===== config.mk =====
export PLATFORM = sky130hd
export DESIGN_NAME = load_unit
export DESIGN_NICKNAME = d
export VERILOG_FILES = /design/src/rtl/load_unit.sv
export SDC_FILE = /design/constraint.sdc
export NUM_CORES = 1
export LEC_CHECK = 0
export CAP_MARGIN = 40
export CORE_ASPECT_RATIO = 1.25
export CORE_MARGIN = 1.5
export CORE_UTILIZATION = 47
export DETAILED_ROUTE_END_ITERATION = 12
export HOLD_SLACK_MARGIN = 0.02
export PLACE_DENSITY = 0.86
export SKIP_LAST_GASP = 1
export SYNTH_ARGS = -nofsm -noshare
export SYNTH_HDL_FRONTEND = slang
export SYNTH_SLANG_ARGS = --single-unit

===== constraint.sdc =====
create_clock -name clk -period 6.05 [get_ports clk]
set_clock_uncertainty 0.15 [all_clocks]
set_input_delay 1.5125 -clock clk [delete_from_list [all_inputs] [get_ports clk]]
set_output_delay 1.5125 -clock clk [all_outputs]
set_load 0.02 [all_outputs]

===== src/rtl/load_unit.sv =====
// Load unit: accepts one lw/lh/lhu/lb/lbu request, issues a word-aligned read to a
// variable-latency memory port and returns the lane-extracted, extended result.
module load_unit #(
   parameter int unsigned TIMEOUT = 16,
   parameter int unsigned TO_W    = 5
) (
   input  logic        clk,
   input  logic        reset,
   input  logic        ld_valid,
   output logic        ld_ready,
   input  logic [2:0]  ld_type,
   input  logic [31:0] ld_addr,
   output logic        mem_re,
   output logic [31:0] mem_addr,
   input  logic [31:0] mem_rdata,
   input  logic        mem_rvalid,
   output logic        rd_valid,
   output logic [31:0] rd_data,
   output logic        rd_err
);

   typedef enum logic [1:0] {StIdle, StReq, StWait, StResp} state_e;

   localparam logic [2:0] TyLw  = 3'b000;
   localparam logic [2:0] TyLh  = 3'b001;
   localparam logic [2:0] TyLhu = 3'b010;
   localparam logic [2:0] TyLb  = 3'b011;
   localparam logic [2:0] TyLbu = 3'b100;

   state_e            state_q, state_d;
   logic [2:0]        type_q, type_d;
   logic [1:0]        off_q, off_d;
   logic [31:0]       mem_addr_q, mem_addr_d;
   logic [TO_W-1:0]   cnt_q, cnt_d;
   logic [31:0]       rd_data_q, rd_data_d;
   logic              rd_err_q, rd_err_d;

   logic              bad_req;
   logic [15:0]       half_sel;
   logic [7:0]        byte_sel;
   logic [31:0]       ext_data;

   // Request screening happens on the raw inputs so errors skip the memory entirely.
   always_comb begin
      bad_req = 1'b0;
      unique case (ld_type)
         TyLw:        bad_req = (ld_addr[1:0] != 2'b00);
         TyLh, TyLhu: bad_req = ld_addr[0];
         TyLb, TyLbu: bad_req = 1'b0;
         default:     bad_req = 1'b1;
      endcase
   end

   always_comb begin
      half_sel = off_q[1] ? mem_rdata[31:16] : mem_rdata[15:0];
      byte_sel = mem_rdata[7:0];
      unique case (off_q)
         2'd0: byte_sel = mem_rdata[7:0];
         2'd1: byte_sel = mem_rdata[15:8];
         2'd2: byte_sel = mem_rdata[23:16];
         2'd3: byte_sel = mem_rdata[31:24];
         default: byte_sel = mem_rdata[7:0];
      endcase
      ext_data = '0;
      unique case (type_q)
         TyLw:    ext_data = mem_rdata;
         TyLh:    ext_data = {{16{half_sel[15]}}, half_sel};
         TyLhu:   ext_data = {16'h0000, half_sel};
         TyLb:    ext_data = {{24{byte_sel[7]}}, byte_sel};
         TyLbu:   ext_data = {24'h000000, byte_sel};
         default: ext_data = '0;
      endcase
   end

   always_comb begin
      state_d    = state_q;
      type_d     = type_q;
      off_d      = off_q;
      mem_addr_d = mem_addr_q;
      cnt_d      = cnt_q;
      rd_data_d  = rd_data_q;
      rd_err_d   = rd_err_q;
      unique case (state_q)
         StIdle: begin
            if (ld_valid) begin
               type_d     = ld_type;
               off_d      = ld_addr[1:0];
               mem_addr_d = {ld_addr[31:2], 2'b00};
               if (bad_req) begin
                  rd_data_d = '0;
                  rd_err_d  = 1'b1;
                  state_d   = StResp;
               end else begin
                  state_d = StReq;
               end
            end
         end
         StReq: begin
            cnt_d   = '0;
            state_d = StWait;
         end
         StWait: begin
            // rvalid wins over a timeout landing in the same cycle.
            if (mem_rvalid) begin
               rd_data_d = ext_data;
               rd_err_d  = 1'b0;
               state_d   = StResp;
            end else if (cnt_q == TO_W'(TIMEOUT - 1)) begin
               rd_data_d = '0;
               rd_err_d  = 1'b1;
               state_d   = StResp;
            end else begin
               cnt_d = cnt_q + TO_W'(1);
            end
         end
         StResp:  state_d = StIdle;
         default: state_d = StIdle;
      endcase
   end

   always_ff @(posedge clk) begin
      if (reset) begin
         state_q    <= StIdle;
         type_q     <= 3'b000;
         off_q      <= 2'b00;
         mem_addr_q <= '0;
         cnt_q      <= '0;
         rd_data_q  <= '0;
         rd_err_q   <= 1'b0;
      end else begin
         state_q    <= state_d;
         type_q     <= type_d;
         off_q      <= off_d;
         mem_addr_q <= mem_addr_d;
         cnt_q      <= cnt_d;
         rd_data_q  <= rd_data_d;
         rd_err_q   <= rd_err_d;
      end
   end

   assign ld_ready = (state_q == StIdle);
   assign mem_re   = (state_q == StReq);
   assign rd_valid = (state_q == StResp);
   assign mem_addr = mem_addr_q;
   assign rd_data  = rd_data_q;
   assign rd_err   = rd_err_q;

endmodule


* Word level (Yosys, flattened, before mapping) *
Index checks and enable logic that the tools add are counted.

word-level totals
  output and inout bits = 68
  input bits = 71
  register bits = 75
  logic and storage cells = 63

operators by class
  equality and inequality tests = 20
  reduce and logical (&&, ||, !) cells = 13
  add/sub/neg operators = 1
  multiplexer cells = 22

operators with widths
  kind                                                              number
  32-bit one-hot mux with 5 select lines                            1
  32-bit 2-to-1 mux                                                 4
  32-bit one-hot mux with 2 select lines                            1
  8-bit one-hot mux with 4 select lines                             1
  16-bit 2-to-1 mux                                                 1
  3-bit by 2-bit == test with 1-bit output (second input constant)  4
  5-bit 2-to-1 mux                                                  2
  5-bit one-hot mux with 2 select lines                             1
  2-bit == test (second input constant)                             4
  2-bit 2-to-1 mux                                                  4
  2-bit one-hot mux with 4 select lines                             1
  3-bit by 1-bit == test with 1-bit output (second input constant)  2
  3-bit == test (second input constant)                             2
  3-bit logical NOT                                                 2
  2-bit inequality test (second input constant)                     3
  2-bit nonzero test                                                3
  5-bit by 1-bit adder with 5-bit output (second input constant)    1
  5-bit by 4-bit == test with 1-bit output (second input constant)  1
  2-bit by 1-bit == test with 1-bit output (second input constant)  2
  2-bit logical NOT                                                 2
  1-bit 2-to-1 mux                                                  4
  2-bit AND reduction                                               2
  4-bit AND reduction                                               1
  2-bit OR reduction                                                2
  other kinds (5)                                                   5

* Longest topological paths before layout *
  depth in word-level cells = 6
  depth in mapped cells = 8
  mapped depth without buffers = 7

* Worst setup path after synthesis *
No wires, ideal clock.

  kind = input to register
  from = input ld_type[2]
  to = register rd_data_q[12], in the netlist rd_data[12]
  library setup time = 0.117 ns
  data arrival time = 2.730 ns
  data required time = 5.783 ns
  setup slack = 3.053 ns
  stages on the path = 5
  cell sequence = or4b_4 -> o2111ai_2 -> a31oi_4 -> buf_6 -> a22o_1

on the way
  longest elaborated chain between the ends = 5
  elaborated cells between the ends (all ways) = 10
  those cells by class = eq/ne: 5; mux: 1; reduce/logical: 4

ends and longest elaborated chain
  element                                                                 line  text
  from (decl)                                                             11    input logic [2:0] ld_type,
  3-bit by 2-bit == test with 1-bit output, or another cell as far along  46    unique case (ld_type)
  2-bit OR reduction                                                      46
  1-bit one-hot mux with 3 select lines *                                 46
  2-bit by 1-bit inequality test with 1-bit output (no source line) *     -
  4-bit AND reduction (no source line) *                                  -
  to (signal assigned)                                                    136   rd_data_q <= rd_data_d;
  to (decl)                                                               35    logic [31:0] rd_data_q, rd_data_d;

Every way passes the cells marked *; elsewhere a longest branch is shown, timed or not.
A chain may end at the register's enable or synchronous reset.

* Worst setup path in the final report *
  from = register state_q[0]
  to = output ld_ready

on the way
  longest elaborated chain between the ends = 1

ends and longest elaborated chain
  element                 line  text
  from (decl)             30    state_e state_q, state_d;
  from (signal assigned)  123   state_q <= StIdle;
  from (signal assigned)  131   state_q <= state_d;
  2-bit logical NOT       141   assign ld_ready = (state_q == StIdle);
  to (decl)               10    output logic ld_ready,

Every way passes these cells.

==> metrics.log <==
INFO  metric powerDensity = 314 nW/um^2
INFO  metric clk_transition_reported_paths = 0.08 ns
INFO  metric worstSetupPathType = reg -> out
INFO  metric die_area = 7800 sq um
INFO  metric cellLeakagePower = 1.85 nW
INFO  metric h-tree-depth = 3
INFO  metric io_buffers = 136
INFO  metric cts-root-buf = sky130_fd_sc_hd__clkbuf_8
INFO  metric setup_total_negative_slack = 0 ns
INFO  metric synth_most_common_cell = sky130_fd_sc_hd__nand2_1
INFO  metric clock_path_buffers = 2
INFO  metric synth.ff_latch_count = 75
INFO  metric post-layout-total-power = 1.55 mW
INFO  metric power.share.clock = 0.223
INFO  metric area_of_the_mapped_netlist = 3420 sq um
INFO  metric post-route-min-period = 3.48 ns
INFO  metric final_core_util = 0.705
INFO  metric synthDistinctLibCells = 44
INFO  metric dp_hpwl = 7.13 mm
INFO  metric initial_utilization = 0.487
INFO  metric min_path_cells = 2
INFO  metric mean_instance_size_in_the_synthesized_netlist = 8.86 sq um
INFO  metric number_of_buffers_added_by_the_clock_tree_synthesis_step = 9
INFO  metric reg2reg_slack = 3.34 ns
INFO  metric type_of_element_launching_the_critical_path = flop
INFO  metric synth_ff_type = sky130_fd_sc_hd__dfxtp_1
INFO  metric cts_post_setup_buffers_inserted = 0
INFO  metric cts-resized-gates = 0
INFO  metric post-synth-top-area-cell = sky130_fd_sc_hd__dfxtp_1
INFO  metric fraction_of_the_yosys_area_taken_by_sequential_cells = 0.439
INFO  metric timing.fmax = 287 MHz
INFO  metric max-vdd-ir-drop = 183 uV
INFO  metric setup-violations-final = 0
INFO  metric share_comb_of_total_power = 0.387
INFO  metric route.detailed.wl_per_inst = 16.0 um
INFO  metric rows = 34
INFO  metric grt_max_degree = 44
INFO  metric area_share_of_the_largest_cell_type_after_synthesis = 0.439
INFO  metric place.gp.congestion = 0.876
INFO  metric core = 7020 sq um
INFO  metric worst_slack_setup_final = 2.57 ns
INFO  metric syn2layout_area_growth = 44.7%
INFO  metric power_switching_share = 0.375
INFO  metric timing.reg2reg.worst_path_depth = 7
INFO  metric cap_viol_max_count = 0
INFO  metric synth_edf_count = 0
INFO  metric pre_antenna_drt_iters = 4
INFO  metric dr_drc_count = 0
INFO  metric drive_gt1_frac = 0.0681
INFO  metric clock_insertion_delay_worst_skew = 0.36 ns
INFO  metric clock_sink_count = 75
INFO  metric grt_first_pass_wirelength = 15.5 mm
INFO  metric netSwitchingPower = 0.583 mW
INFO  metric min_path_type = reg -> reg
INFO  metric worst_slew_margin_rel = 0.404
INFO  metric hold_buffers = 0
INFO  metric final_cell_count_no_fill = 604
INFO  metric end_of_the_worst_hold_path = mem_addr[9]
INFO  metric synth.cells.most_frequent = 78 x sky130_fd_sc_hd__nand2_1, 75 x sky130_fd_sc_hd__dfxtp_1, 59 x sky130_fd_sc_hd__a21oi_1
INFO  metric pre_cts_slack = 2.22 ns
INFO  metric grt_remaining_overflow = 0
INFO  metric fin_nets = 586
INFO  metric setup_repair_after_global_routing_missed_its_margin = no
INFO  metric die_width = 79.3 um
INFO  metric reg2reg_from = cnt_q[0]
INFO  metric post_synth_main_area_contributors = sky130_fd_sc_hd__dfxtp_1 44%, sky130_fd_sc_hd__a21oi_1 8.6%, sky130_fd_sc_hd__nand2_1 8.6%
INFO  metric detailroute.via_count = 3390
INFO  metric rr_endpoint = rd_data[14]
INFO  metric required = 4.39 ns
INFO  metric synth_async_sr_flop_share = 0
INFO  metric num_antenna_cells = 0
INFO  metric grt_pass1_vias = 3315
INFO  metric detail-route-antenna-nets = 0
INFO  metric final_hold_viol_count = 0
INFO  metric sequential_share_of_power = 0.390
INFO  metric synth_cells = 386
INFO  metric io-pin-count = 139
INFO  metric detail_route.wirelength = 9.66 mm
INFO  metric cts_tree = built
INFO  metric grt_antenna_before_repair = 0
INFO  metric dr.first_iter.drc_count = 286
INFO  metric avgViaCountPerCell = 5.61
INFO  metric tightestPinTransition = 0.895 ns
INFO  metric critical_path.max_fanout = 8
INFO  metric groute.usage.overall = 0.254
INFO  metric place_inst = 588
INFO  metric die-height = 98.4 um
INFO  metric final.period_utilization = 0.576
INFO  metric outcome = finished clean
INFO  metric finalMaxSlewViolations = 0
INFO  metric crit_path_end_kind = output pin
INFO  metric ys.warnings.count = 0
INFO  metric min-delay-start = mem_addr[9]
INFO  metric internal_power = 0.970 mW
INFO  metric crit_arrival = 1.82 ns
[power by group through the flow]
| stage | clock [mW] | sequential, mW | combinational, mW |
|---|---|---|---|
| final | 0.346 | 0.606 | 0.600 |
| after global routing | 0.374 | 0.614 | 0.655 |
| after CTS | 0.351 | 0.605 | 0.602 |
| after detailed placement | 0 | 0.616 | 0.598 |
| after global placement | 0 | 0.612 | 0.571 |
| after floorplan | 0 | 0.653 | 0.331 |
[worst max-delay path, cell delays in order (launching register included)]
cell,delay [ns]
sky130_fd_sc_hd__dfxtp_1,0.35
sky130_fd_sc_hd__inv_1,0.09
sky130_fd_sc_hd__ha_1,0.36
sky130_fd_sc_hd__clkdlybuf4s50_1,0.67
[worst max-delay path by stage]
| stage | slack, ns | to | from | cells after the start |
|---|---|---|---|---|
| floorplan | 3.05 | rd_data[12] | ld_type[2] | 5 |
| global placement | 2.29 | rd_data[6] | ld_type[2] | 5 |
| detailed placement | 2.22 | rd_data[6] | ld_type[2] | 5 |
| CTS | 2.57 | ld_ready | state_q[0] | 3 |
| global route | 2.49 | rd_data[6] | ld_type[0] | 5 |
| finish | 2.57 | ld_ready | state_q[0] | 3 |
[registers in the layout (all words and copies together), names as in the netlist]
name and cells:
cnt_q 5, mem_addr 30, off_q 2, rd_data 32, rd_err 1, state_q 2
type_q 3
[layer usage]
| layer | GRT usage | wire length [um] |
|---|---|---|
| met1 | 0.293 | 3770 |
| met2 | 0.418 | 4610 |
| met3 | 0.0832 | 957 |
| met4 | 0.124 | 326 |
| met5 | 0 | 0 |
[area by class of cell]
class / instances / area [sq um]
Fill cell: 549 / 2070
Multi-Input combinational cell: 269 / 1690
Sequential cell: 75 / 1500
Timing Repair Buffer: 140 / 1410
Clock buffer: 9 / 124
Tap cell: 90 / 113
Inverter: 14 / 52.6
Clock inverter: 7 / 51.3
[cell families after synthesis]
kind of cell	synth area share
adder cells (fa/ha/maj)	0.0220
AO/OA/AOI/OAI	0.249
AND/OR/NAND/NOR	0.139
other	0.00110
flip-flops	0.439
multiplexers	0.0824
buffers and inverters	0.0666
[per-stage QoR]
step | area, sq um | hold slack (ns)
CTS | 4950 | 0.308
global placement | 4740 | 0.291
floorplan | 3420 | 0.304
global route | 4950 | 0.330
finish | 4950 | 0.305
detailed placement | 4770 | 0.298
[placed cells by master (no fill, tap or decap), types with 2 or more instances in the layout]
cell	netlist	layout
sky130_fd_sc_hd__nor3_1	3	3
sky130_fd_sc_hd__inv_6	0	2
sky130_fd_sc_hd__clkbuf_8	0	9
sky130_fd_sc_hd__o21ai_0	20	20
sky130_fd_sc_hd__and3_1	2	2
sky130_fd_sc_hd__clkinvlp_4	0	2
sky130_fd_sc_hd__a41oi_1	2	2
sky130_fd_sc_hd__conb_1	1	2
sky130_fd_sc_hd__mux4_2	8	8
sky130_fd_sc_hd__inv_1	14	14
sky130_fd_sc_hd__nand2_1	78	78
sky130_fd_sc_hd__mux2i_1	9	9
sky130_fd_sc_hd__dfxtp_1	75	75
sky130_fd_sc_hd__clkinv_2	0	2
sky130_fd_sc_hd__nor2b_1	2	2
sky130_fd_sc_hd__a21oi_1	59	59
sky130_fd_sc_hd__a22o_1	17	17
sky130_fd_sc_hd__o2bb2ai_1	16	16
sky130_fd_sc_hd__ha_1	6	6
sky130_fd_sc_hd__nor2_1	14	14
sky130_fd_sc_hd__clkdlybuf4s50_1	0	136
sky130_fd_sc_hd__o22ai_1	8	8
sky130_fd_sc_hd__nand2b_1	3	3
sky130_fd_sc_hd__buf_4	2	3
Note: power is estimated with default switching activity, not from simulation.
==> edit 1: new RTL, config.mk and constraints unchanged <==
Change the parameter `TO_W` from 5 to 10.
--- a/src/rtl/load_unit.sv
+++ b/src/rtl/load_unit.sv
@@ -2,7 +2,7 @@
 // variable-latency memory port and returns the lane-extracted, extended result.
 module load_unit #(
    parameter int unsigned TIMEOUT = 16,
-   parameter int unsigned TO_W    = 5
+   parameter int unsigned TO_W    = 10
 ) (
    input  logic        clk,
    input  logic        reset,
Function: no difference found for any inputs over 10 cycles, from zero or initial values and one cycle with reset high; that may be too few to reach the edited logic, so the function may still have changed.
==> edit 1 against the unedited design <==
- non-clock buffer count increased by 2
- sequential share of layout area shrank 0.77 points
- synthesized cell count up 6.0%
- sequential power up 12%
- count of clock-buffer cells in the layout did not move
- setup slack worse by 0.47 ns
- wire length grew 10%
- via count rose by 6.3%
- power is 26% higher
- synthesized area increased by 10%
- design area grew 9.4%
- sequential cell count rose by 5
==> edit 1: results (changes against the unedited design) <==
| Metric | Value |
|---|---|
| Post-DP HPWL | `7700 um (+8.0%)` |
| Commonest cells post-synth | `80 x dfxtp_1, 77 x nand2_1, 47 x a21oi_1` |
| Status | `finished, final reports clean` |
| Max reg flops | `32 (unchanged)` |
| R2r worst-path depth | `4 (-3)` |
| Vias in the first global route | `3454 (+4.2%)` |
| Synth unique cells | `50 (+14%)` |
| Initial DRC count | `151 (-47%)` |
| Port bufs | `136 (unchanged)` |
| Critical Path Source | `ld_type[2]` |
| Post-synthesis compound-gate area fraction | `26.6% (+1.6 points)` |
| Pre-antenna DRT Iters | `5 (+1)` |
| Final wirelength | `10700 um (+10%)` |
| Layout cells sized above 1 | `8.79% (+2.0 points)` |
| Post-synthesis mux area share | `9.92% (+1.7 points)` |
| Clock Path Buffers | `2 (unchanged)` |
| Pleak | `0.00202 uW (+9.4%)` |
| Cts repair resizes | `0 (unchanged)` |
| Max FO, Critical Path | `16 (+8)` |
| Top cells by area, synth | `dfxtp_1 43%, nand2_1 7.7%, a21oi_1 6.3%` |
| Setup bufs post-CTS | `0 (unchanged)` |
| Register area share after synthesis | `42.6% (-1.3 points)` |
| Largest net degree at the start of global routing | `51 (+16%)` |
| DR vias | `3605 (+6.3%)` |
| P_int | `1240 uW (+28%)` |
| Hold_ws | `0.304 ns (-0.000639 ns)` |
| R2r startpoint | `cnt_q[3]$_SDFFE_PP0P_` |
| FILL cells | `589 (+7.3%)` |
| Final nets | `606 (+3.4%)` |
| Synth Area in Adders | `1.66% (-0.53 points)` |
| Reg2reg end | `rd_data[10]$_SDFFE_PP0P_` |
| Worst VDD drop | `0.215 mV (+18%)` |
| Measured slew at the worst slew-check pin | `0.777 ns (-0.117 ns)` |
| Final GP Congestion | `0.842 (-3.9%)` |
| Critical Path AT | `4.07 ns (+2.25 ns)` |
| First-pass GRT wire length | `16700 um (+7.1%)` |
| Largest family of logic cells by synthesized area | `compound AO/OA/AOI/OAI gates` |
| R2R setup slack | `3.34 ns (about the same)` |
| Clk root buf | `clkbuf_8` |
| CTS clock-pin slew for the worst setup and hold paths | `0.08 ns (about the same)` |
| Clk Latency, worst-skew pair | `0.36 ns (about the same)` |
| CP Capture Point | `rd_data[31]$_SDFFE_PP0P_` |
| GRT Total Usage | `24.3% (-1.1 points)` |
edit 1: how the worst min path moves through the flow:
stage                                   start                        end  cells past startpoint
floorplan               cnt_q[9]$_SDFFE_PP0P_      cnt_q[9]$_SDFFE_PP0P_                      2
global placement    mem_addr[26]$_SDFFE_PP0P_  mem_addr[26]$_SDFFE_PP0P_                      2
detailed placement  mem_addr[20]$_SDFFE_PP0P_  mem_addr[20]$_SDFFE_PP0P_                      2
CTS                 mem_addr[24]$_SDFFE_PP0P_  mem_addr[24]$_SDFFE_PP0P_                      2
global route         mem_addr[2]$_SDFFE_PP0P_   mem_addr[2]$_SDFFE_PP0P_                      2
finish              mem_addr[24]$_SDFFE_PP0P_  mem_addr[24]$_SDFFE_PP0P_                      2
edit 1: kinds of logic after synthesis:
logic type	after synthesis
and+or+nand+nor	116
buffers and inverters	38
DFF	80
other	1
AOI/OAI and AO/OA	142
muxes	27
adders and majority gates	5
edit 1: worst max-delay path, stage by stage:
cell             delay, ns
clkdlybuf4s50_1       0.47
or4b_2                0.69
o2111ai_2             0.30
nand4b_1              0.73
o2bb2ai_1             0.36
edit 1: cell type report:
cell class                      count  area, sq um  share of cell area, %
Sequential cell                    80         1600                   29.6
Tap cell                           95          119                   2.20
Timing Repair Buffer              142         1440                   26.6
Inverter                            5         18.8                  0.347
Clock inverter                      7          120                   2.22
Clock buffer                        9          124                   2.29
Multi-Input combinational cell    292         1990                   36.7
edit 1: metrics by stage:
stage	power (uW)	cells	instance area, sq um	setup WS, ns	utilization (%)
after global placement	1430	609	5090	1.88	65.3
after detailed placement	1480	614	5170	1.77	66.3
after CTS	1960	630	5410	2.14	69.5
after floorplan	1170	410	3760	2.86	-
after global routing	2050	630	5410	1.96	69.5
final	1950	630	5410	2.10	69.5
edit 1: power groups by stage:
stage	clock network [uW]	logic (uW)	registers (uW)
3_5_place_dp	0	788	689
5_1_grt	512	851	689
4_1_cts	488	792	677
3_3_place_gp	0	747	684
6_report	483	791	678
2_1_floorplan	0	414	753
edit 1: metal layers:
layer | vias up | routed length [um] | global-route usage (%)
met5 | - | 0 | 0
met4 | 0 | 233 | 9.62
met3 | 18 | 560 | 6.73
met2 | 119 | 5580 | 43.3
met1 | 1721 | 4310 | 27.8
li1 | 1747 | - | -
==> edit 2: new RTL, same flow settings <==
Made on the original files. Register the output `rd_err` once more, cleared by the reset; this adds one clock of latency there. The other outputs are not delayed to match.
--- a/src/rtl/load_unit.sv
+++ b/src/rtl/load_unit.sv
@@ -143,7 +143,13 @@
    assign rd_valid = (state_q == StResp);
    assign mem_addr = mem_addr_q;
    assign rd_data  = rd_data_q;
-   assign rd_err   = rd_err_q;
+   always_ff @(posedge clk) begin
+      if (reset) begin
+         rd_err <= '0;
+      end else begin
+         rd_err <= rd_err_q;
+      end
+   end
 
 endmodule
 
Function: changed (Yosys sat finds a counterexample within 4 cycles, from zero or initial values and one cycle with reset high).
==> edit 2 against the unedited design <==
- power increased by 4.6%
- setup slack improved by 0.023 ns
- sequential cell count increased by 1
- synthesized area increased by 0.77%
- largest cell class unchanged
- wire length increased by 2.3%
- count of clock-buffer cells in the layout unchanged
- critical path type unchanged
- design area increased by 1.1%
- sequential power increased by 1%
- critical endpoint unchanged
==> edit 2: results (changes against the unedited design) <==
| Metric | Value |
|---|---|
| Met3 Usage GRT | `8.52% (+0.20 points)` |
| Syn_area_per_cell | `8.88 sq um (+0.25%)` |
| FILL cells | `545 (-0.73%)` |
| Met2 Wirelength | `4770 um (+3.6%)` |
| Flip-flop and latch count | `76 (+1.3%)` |
| Max-slew headroom | `39.9% (-0.44 points)` |
| Critical Path AT | `1.80 ns (-0.02 ns)` |
| First-pass GRT wire length | `15700 um (+1.2%)` |
| Initial DRC count | `409 (+43%)` |
| Pleak | `0.00188 uW (+1.6%)` |
| Synth Area in Adders | `2.18% (-0.017 points)` |
| Worst VDD drop | `0.219 mV (+20%)` |
| DR vias | `3382 (-0.24%)` |
| GRT Total Usage | `25.5% (+0.12 points)` |
| Largest net degree at the start of global routing | `42 (-4.5%)` |
| Post-DP Area | `0.00480 sq mm (+0.55%)` |
| Fraction of area in multi-input gates | `34.0% (-0.24 points)` |
| Wl on met1 | `3870 um (+2.7%)` |
| Wire per inst | `16.4 um (+2.3%)` |
| Worst slack, placed | `2.26 ns (+0.0376 ns)` |
| Register area | `0.00152 sq mm (+1.3%)` |
| Commonest cells post-synth | `78 x nand2_1, 76 x dfxtp_1, 59 x a21oi_1` |
| Vias in the first global route | `3322 (+0.21%)` |
| Met2 Use GR | `41.6% (-0.22 points)` |
| #MultiIn Comb | `270 (+0.37%)` |
| Crit share post-route | `57.2% (-0.38 points)` |
| Post-DP HPWL | `7270 um (+2.0%)` |
| Post-synthesis mux area share | `8.17% (-0.063 points)` |
| Pre-antenna DRT Iters | `5 (+1)` |
| R2R setup slack | `3.37 ns (+0.03 ns)` |
| Status | `finished, final reports clean` |
| P&R area growth vs syn | `45.2%` |
| Grt met1 use | `30.5% (+1.2 points)` |
| Final nets | `588 (+0.34%)` |
| Post-synthesis compound-gate area fraction | `24.7% (-0.19 points)` |
| Mapped cell area | `0.00344 sq mm (+0.77%)` |
| Reg2reg end | `rd_data[6]$_SDFFE_PP0P_` |
| Register area share after synthesis | `44.2% (+0.25 points)` |
edit 2: worst min path at each step:
stage | slack (ns) | depth (start not counted) | endpoint | start
3_3_place_gp | 0.29 | 2 | mem_addr[8]$_SDFFE_PP0P_ | mem_addr[8]$_SDFFE_PP0P_
5_1_grt | 0.33 | 2 | mem_addr[2]$_SDFFE_PP0P_ | mem_addr[2]$_SDFFE_PP0P_
2_1_floorplan | 0.29 | 1 | rd_err$_SDFF_PP0_ | rd_err_q$_SDFFE_PP0P_
6_report | 0.31 | 2 | mem_addr[2]$_SDFFE_PP0P_ | mem_addr[2]$_SDFFE_PP0P_
3_5_place_dp | 0.30 | 2 | mem_addr[22]$_SDFFE_PP0P_ | mem_addr[22]$_SDFFE_PP0P_
4_1_cts | 0.31 | 2 | mem_addr[22]$_SDFFE_PP0P_ | mem_addr[22]$_SDFFE_PP0P_
edit 2: power by group:
part | switching, uW | internal (uW)
Clock | 181 | 227
Sequential | 52.1 | 562
Combinational | 338 | 265
